## src/rtl/coin_pkg.sv

```systemverilog
// Shared coin-path types: denomination codes and the occlusion-measure FSM states.
package coin_pkg;

    localparam int COIN_TYPE_BITS = 3;

    typedef enum logic [COIN_TYPE_BITS-1:0] {
        NONE = 3'd0,
        C5   = 3'd1,
        C10  = 3'd2,
        C25  = 3'd3,
        D1   = 3'd4,
        D2   = 3'd5
    } coin_t;

    typedef enum logic [1:0] {
        ST_IDLE,
        ST_MEAS,
        ST_CLASS,
        ST_JAM
    } meas_state_t;

endpackage

```

## src/rtl/coin_debounce.sv

```systemverilog
// Return-button conditioner: 2-flop sync, DEB_CYC-cycle stability filter, rising-edge pulse.
// Latency 2 + DEB_CYC cycles from raw press to press_o; no backpressure.
module coin_debounce #(
    parameter int DEB_CYC = 16
) (
    input  logic clk,
    input  logic rst,
    input  logic raw_i,
    output logic press_o
);

    localparam int CW = $clog2(DEB_CYC + 1);
    localparam logic [CW-1:0] LAST = CW'(DEB_CYC - 1);

    logic          sync1_q, sync2_q;
    logic          level_q;
    logic          press_q;
    logic [CW-1:0] cnt_q;

    always_ff @(posedge clk or posedge rst) begin
        if (rst) begin
            sync1_q <= 1'b0;
            sync2_q <= 1'b0;
            level_q <= 1'b0;
            press_q <= 1'b0;
            cnt_q   <= '0;
        end else begin
            sync1_q <= raw_i;
            sync2_q <= sync1_q;
            press_q <= 1'b0;
            if (sync2_q == level_q) begin
                cnt_q <= '0;
            end else if (cnt_q == LAST) begin
                // Level accepted after DEB_CYC consecutive differing cycles.
                level_q <= sync2_q;
                press_q <= sync2_q;
                cnt_q   <= '0;
            end else begin
                cnt_q <= cnt_q + 1'b1;
            end
        end
    end

    assign press_o = press_q;

endmodule

```

## src/rtl/coin_detector.sv

```systemverilog
// Coin gate front end: measure/classify occlusion, escrow FIFO, strobe to casher only on wait_ready.
// Strobe earliest one cycle after CLASS; never on adjacent cycles. COIN_DET_STATS_EN adds counters.
module coin_detector
    import coin_pkg::*;
#(
    parameter int MIN_W      = 8,
    parameter int T_5C       = 40,
    parameter int T_10C      = 48,
    parameter int T_25C      = 60,
    parameter int T_1D       = 70,
    parameter int T_2D       = 80,
    parameter int MAX_W      = 100,
    parameter int DEB_CYC    = 16,
    parameter int FIFO_DEPTH = 4
) (
    input  logic                      clk,
    input  logic                      rst,
    input  logic                      coin_sensor,
    input  logic                      return_btn,
    input  logic                      wait_ready,
    output logic                      coin_insert,
    output logic [COIN_TYPE_BITS-1:0] coin_type,
    output logic                      return_coin,
    output logic                      escrow_flush,
    output logic                      coin_bounce,
    output logic                      jam
`ifdef COIN_DET_STATS_EN
    ,
    output logic [15:0]               coin_count,
    output logic [7:0]                bounce_count
`endif
);

    localparam int CNT_W = $clog2(MAX_W + 2);
    localparam int PTR_W = $clog2(FIFO_DEPTH);
    localparam int OCC_W = $clog2(FIFO_DEPTH + 1);

    localparam logic [CNT_W-1:0] MIN_W_C = CNT_W'(MIN_W);
    localparam logic [CNT_W-1:0] T_5C_C  = CNT_W'(T_5C);
    localparam logic [CNT_W-1:0] T_10C_C = CNT_W'(T_10C);
    localparam logic [CNT_W-1:0] T_25C_C = CNT_W'(T_25C);
    localparam logic [CNT_W-1:0] T_1D_C  = CNT_W'(T_1D);
    localparam logic [CNT_W-1:0] T_2D_C  = CNT_W'(T_2D);
    localparam logic [CNT_W-1:0] MAX_W_C = CNT_W'(MAX_W);
    localparam logic [OCC_W-1:0] OCC_FULL = OCC_W'(FIFO_DEPTH);

    logic                      sens1_q, sens2_q;
    meas_state_t               state_q;
    logic [CNT_W-1:0]          cnt_q;
    logic                      jam_q;
    coin_t                     class_type;
    logic                      class_ok, fifo_full, push, pop, serve_ret, slot_ok;
    logic                      ret_press;
    logic                      pend_q, pend_d;
    logic                      strobe_q;
    logic [COIN_TYPE_BITS-1:0] mem_q [FIFO_DEPTH];
    logic [PTR_W-1:0]          wr_q, wr_d, rd_q, rd_d;
    logic [OCC_W-1:0]          occ_q, occ_d;

    coin_debounce #(.DEB_CYC(DEB_CYC)) u_ret_deb (
        .clk     (clk),
        .rst     (rst),
        .raw_i   (return_btn),
        .press_o (ret_press)
    );

    // Measure FSM; cnt stops at MAX_W+1 because that value forces JAM.
    always_ff @(posedge clk or posedge rst) begin
        if (rst) begin
            sens1_q <= 1'b0;
            sens2_q <= 1'b0;
            state_q <= ST_IDLE;
            cnt_q   <= '0;
            jam_q   <= 1'b0;
        end else begin
            sens1_q <= coin_sensor;
            sens2_q <= sens1_q;
            unique case (state_q)
                ST_IDLE: if (sens2_q) begin
                    state_q <= ST_MEAS;
                    cnt_q   <= CNT_W'(1);
                end
                ST_MEAS: if (cnt_q > MAX_W_C) begin
                    state_q <= ST_JAM;
                    jam_q   <= 1'b1;
                end else if (!sens2_q) begin
                    state_q <= ST_CLASS;
                end else begin
                    cnt_q <= cnt_q + 1'b1;
                end
                ST_CLASS: begin
                    state_q <= ST_IDLE;
                    cnt_q   <= '0;
                end
                ST_JAM: if (!sens2_q) begin
                    state_q <= ST_IDLE;
                    jam_q   <= 1'b0;
                    cnt_q   <= '0;
                end
                default: state_q <= ST_IDLE;
            endcase
        end
    end

    always_comb begin
        class_type = NONE;
        if      (cnt_q < T_5C_C)  class_type = C5;
        else if (cnt_q < T_10C_C) class_type = C10;
        else if (cnt_q < T_25C_C) class_type = C25;
        else if (cnt_q < T_1D_C)  class_type = D1;
        else if (cnt_q < T_2D_C)  class_type = D2;
    end

    assign class_ok  = (state_q == ST_CLASS) && (cnt_q >= MIN_W_C);
    assign fifo_full = (occ_q == OCC_FULL);
    assign push      = class_ok && !fifo_full;
    assign slot_ok   = wait_ready && !strobe_q;
    assign serve_ret = slot_ok && pend_q;
    assign pop       = slot_ok && !pend_q && (occ_q != '0);

    always_comb begin
        wr_d   = wr_q;
        rd_d   = rd_q;
        occ_d  = occ_q;
        pend_d = (pend_q && !serve_ret) || ret_press;
        if (serve_ret) begin
            // Flush also swallows a coin classified in this very cycle.
            wr_d  = '0;
            rd_d  = '0;
            occ_d = '0;
        end else begin
            if (push) wr_d = wr_q + 1'b1;
            if (pop)  rd_d = rd_q + 1'b1;
            if (push && !pop)      occ_d = occ_q + 1'b1;
            else if (!push && pop) occ_d = occ_q - 1'b1;
        end
    end

    always_ff @(posedge clk or posedge rst) begin
        if (rst) begin
            wr_q     <= '0;
            rd_q     <= '0;
            occ_q    <= '0;
            pend_q   <= 1'b0;
            strobe_q <= 1'b0;
        end else begin
            wr_q     <= wr_d;
            rd_q     <= rd_d;
            occ_q    <= occ_d;
            pend_q   <= pend_d;
            strobe_q <= pop || serve_ret;
        end
    end

    always_ff @(posedge clk) begin
        if (push && !serve_ret) mem_q[wr_q] <= class_type;
    end

    assign coin_insert  = pop;
    assign coin_type    = pop ? mem_q[rd_q] : '0;
    assign return_coin  = serve_ret;
    assign escrow_flush = serve_ret;
    assign coin_bounce  = class_ok && fifo_full;
    assign jam          = jam_q;

`ifdef COIN_DET_STATS_EN
    logic [15:0] coin_cnt_q;
    logic [7:0]  bounce_cnt_q;

    always_ff @(posedge clk or posedge rst) begin
        if (rst) begin
            coin_cnt_q   <= '0;
            bounce_cnt_q <= '0;
        end else begin
            if (pop) coin_cnt_q <= coin_cnt_q + 16'd1;
            if (coin_bounce && bounce_cnt_q != 8'hFF) bounce_cnt_q <= bounce_cnt_q + 8'd1;
        end
    end

    assign coin_count   = coin_cnt_q;
    assign bounce_count = bounce_cnt_q;
`endif

endmodule

```

## config.mk

```make
export PLATFORM = sky130hd
export DESIGN_NAME = coin_detector
export DESIGN_NICKNAME = d
export VERILOG_FILES = /design/src/rtl/coin_pkg.sv /design/src/rtl/coin_debounce.sv /design/src/rtl/coin_detector.sv
export SDC_FILE = /design/constraint.sdc
export NUM_CORES = 1
export LEC_CHECK = 0
export CAP_MARGIN = 20
export CORE_ASPECT_RATIO = 0.9
export CORE_MARGIN = 2
export CORE_UTILIZATION = 58
export CTS_BUF_LIST = sky130_fd_sc_hd__clkbuf_4 sky130_fd_sc_hd__clkbuf_8 sky130_fd_sc_hd__clkbuf_16
export DETAILED_ROUTE_END_ITERATION = 6
export PLACE_DENSITY = 0.78
export SYNTH_ARGS = -nofsm -noshare
export SYNTH_HDL_FRONTEND = slang
export SYNTH_SLANG_ARGS = --single-unit
```

## constraint.sdc

```tcl
create_clock -name clk -period 2.3 [get_ports clk]
set_input_delay 0.23 -clock clk [delete_from_list [all_inputs] [get_ports clk]]
set_output_delay 0.23 -clock clk [all_outputs]
set_load 0.05 [all_outputs]
```

==> out/summary.md <==
The launch point of the worst reg-to-reg path was cnt_q[4]. Buffers inserted during clock tree synthesis total 5. The clock passes through at most 2 buffers. In this run the number of cells on the critical path is 7. Leading register cell type out of synthesis: dfrtp_1.

The biggest area contributor in the post-synthesis netlist is dfrtp_1. The first global-routing pass estimated 6.76 mm of wire. The tools report the max-slew violation count as 0. Leaving out fill and tap cells, the most frequent cell in the layout is dfrtp_1. For the final count of hold timing violations, the log shows 0. Dividing total power by cell area gives a power density of 850 nW/µm². In this run the worst setup path terminates at occ_q[2]. Of the cells placed in the final design, the portion with a size suffix greater than 1 is 15.7%. Entering global routing, the biggest net connects 31 pins. Number of placement rows: 20. The logs give 47.1% for the share of power burned in registers and 23.2% for the clock power share. The number of clock sinks came out at 42. STA classifies the critical path endpoint as a flip-flop.

In the layout the commonest cells are dfrtp_1 (30), nand2_1 (19), nor2_1 (17), inv_1 (14), edfxtp_1 (12). Across the VDD grid, the largest voltage drop is 604 µV. The mean instance size in the synthesized netlist was 10.9 µm². The tools report the reported leakage power as 1.01 nW. Sorting the synthesized cells by area gives the leading types as dfrtp_1 (35%), edfxtp_1 (17%), ha_1 (4.1%). The net count after synthesis was 210. The critical path is of the flip-flop to flip-flop type.

Across all layers, the routed design uses 1,500 vias. The slowest stage of the critical path belongs to the cell dfrtp_1. The final weighted congestion in routability-driven placement is 0.842, and the number of nets in the final layout is 222. Top cell type's share of synthesized area: 35.1%.

For the number of antenna-violating nets in the routed design, the log shows 0. After clock tree synthesis, the repair step resized 0 gates. The number of port buffers was 12. STA puts the critical path data arrival time at 2290 ps.

After detailed routing, the number of vias per cell comes to 5.91. In this run, synthesis inferred 12 flip-flops with an integrated enable. Clock latency on the worst-skew pair, taken at its later pin, is 300 ps.

Timing would allow up to 484 MHz. The run gives 0 as the warning count from the yosys run. Max-cap violations in this run came to 0.

The first TritonRoute pass finished after 4 iterations. The logs give 1.34 mW for the total internal power and 1110 µm² for the flip-flop and latch area. After detailed routing, the number of remaining DRC violations is 0. After detailed placement, the total cell area comes to 2350 µm². The tools report the total setup buffers inserted after CTS as 0. The hold slack was 316 ps.

The critical path goes through nor4_4 -> a2111oi_4 -> nand2_1 -> inv_1 -> fa_1 -> o22ai_1 -> mux2i_1. The post-route standard cell area excluding fillers is 2440 µm², and the number of filler cells placed in the layout is 237. For this design the total switching power over the nets is 731 µW.

In this run the register-to-register setup slack is 230 ps. For the count of hold-fix buffers inserted at cts, the log shows 0. The tools report the end of the worst register-to-register path as occ_q[2]. The run gives 56.4% as the worst slew slack as a fraction of its limit.

Worst hold-check path type: input pin to async pin. The effective utilization at floorplan is 62.0%. Setup repair after global routing left no endpoint under its margin. The area growth from synthesis to layout is 13.8%. The run gives 2140 µm² as the combined area of all synthesized cells. In this design, the largest share of critical-path delay is due to simple AND/OR/NAND/NOR gates. The core utilization of the finished layout was 70.5%; the number of distinct library cell variants in the gate-level netlist after synthesis was 43. The run gives 1,462 as the number of global-route vias before repair. Counting flops with an async set or reset pin after synthesis yields a share of 71.4%.

The clock slew at the register clock pins of the worst setup and hold paths works out to 80 ps. The largest clock skew in the final design is 5.65 ps, and the minimum period implied by the final worst setup slack is 2070 ps. Combinational share of power: 29.7%.

Fraction of power spent switching nets: 35.3%. The run gives 0 as the antenna diode count. Of all nets on the critical path, the largest fanout is 10.

The depth of the worst register-to-register path is 7, and the height of the die is 61.6 µm. The post-placement worst setup slack came out at 178 ps. 13 I/O pins were placed. The die is 68.0 µm wide.

Die outline area: 4190 µm². In the finished design, the share of the clock period the worst path needs comes to 89.9%. The finished layout holds 254 standard cells, fillers aside. The number of cells in the design after placement is 246. The post-synthesis sequential area ratio came out at 51.9%. The flow ran to the end, and the final reports show no timing, DRC or antenna violations. The number of buffer and inverter instances along the worst setup path is 1. The required time of the critical path was 2530 ps. Mean routed wirelength per cell: 15.8 µm.

The tree is rooted in a clkbuf_8. The setup slack of the critical path after layout is 232 ps, and the half-perimeter wire length after placement is 2.89 mm. In this run, the number of DRC markers left after iteration 0 of detailed routing was 159.

The post-synthesis instance total is 197, and the depth of the CTS H-tree is 2. The number of antenna violations at the first check in global routing is 0, and the stage delay of the slowest cell on the critical path is 510 ps. Summing all multi-input logic gate instances after layout gives 920 µm².

Summed over all layers, the routed wires come to 4.01 mm. Tracing the worst setup path back leads to its startpoint at cnt_q[4]. Setup violations remaining at the end of the flow were counted as 0. The transition time of the tightest slew-check pin came out at 645 ps. TritonCTS built the clock tree.

Global routing finished with a remaining overflow of 0. The tools report the startpoint class of the critical path as a flip-flop. In the global route stage, overall resource usage came out at 22.6%. The logs give 2.07 mW for the total power after layout and 0 ps for the summed negative setup slack over all endpoints. The floorplan step defined a core boundary enclosing 3450 µm². Synthesis inferred 42 register bits.
-- state kept, by name, summed over array words and instances, names as in the netlist, 2 cells and up --
register,flops
wr_q,2
u_ret_deb.cnt_q,5
mem_q,12
cnt_q,7
occ_q,3
rd_q,2
state_q,2
-- logic make-up after synthesis --
family,after synthesis,share of synthesized area (%)
simple gates,73,18.4
flops,42,51.9
compound gates,36,11.7
buf+inv,25,5.44
fa+ha+maj,8,5.03
mux,7,5.08
xor+xnor,6,2.45
-- worst reg2reg max path: cells and delay by family (launching register included) --
| kind | cells | cell delay (ps) |
|---|---|---|
| muxes | 1 | 200 |
| buffers and inverters | 1 | 50 |
| and+or+nand+nor | 2 | 540 |
| DFF | 1 | 510 |
| AOI/OAI and AO/OA | 2 | 320 |
| adders and majority gates | 1 | 380 |
-- cells in the mapped netlist (2+ instances only) --
cell      instances
nor2b_1           3
and3_2            4
xor2_1            4
mux4_2            3
nor3b_1           2
mux2i_1           3
nand2_1          19
o21ai_0           9
nand2b_1          5
dfrtp_1          30
nand3_1           3
buf_4             4
and3_1            5
a21oi_1           8
inv_1            14
o22ai_1           5
nand4_1           7
nor2_1           17
ha_1              7
clkbuf_1          6
xnor2_1           2
o211ai_1          4
nor4b_1           2
edfxtp_1         12
-- power by group through the flow --
stage / registers (mW) / logic, mW / clock network [mW]
2_1_floorplan: 0.924 / 0.457 / 0
3_3_place_gp: 0.982 / 0.585 / 0
4_1_cts: 0.975 / 0.618 / 0.484
3_5_place_dp: 0.990 / 0.616 / 0
5_1_grt: 0.995 / 0.673 / 0.517
6_report: 0.976 / 0.615 / 0.480
-- how the worst min path moves through the flow --
| stage | cells past startpoint | slack (ps) | end |
|---|---|---|---|
| after floorplan | 0 | 260 | sens1_q |
| after global placement | 0 | 330 | sens2_q |
| after detailed placement | 0 | 340 | sens2_q |
| after CTS | 3 | 330 | sens1_q |
| after global routing | 3 | 360 | state_q[0] |
| final | 3 | 320 | u_ret_deb.cnt_q[0] |
-- per-layer routing --
metal	share of wire [%]	global-route usage, %	up-vias
met5	0	0	-
met4	1.8	8.57	0
met3	5.1	5.85	10
met2	50	38.4	42
met1	43	27.9	731
li1	-	-	717
-- layout make-up --
class | instances | share of cell area, %
multi-input cells | 130 | 37.8
flip-flops and latches | 42 | 45.6
repair buffers | 16 | 8.53
clock inverters | 3 | 0.873
well taps | 44 | 2.26
clock buffers | 5 | 2.82
inverters | 14 | 2.16
Power figures use the tool's default switching activity.
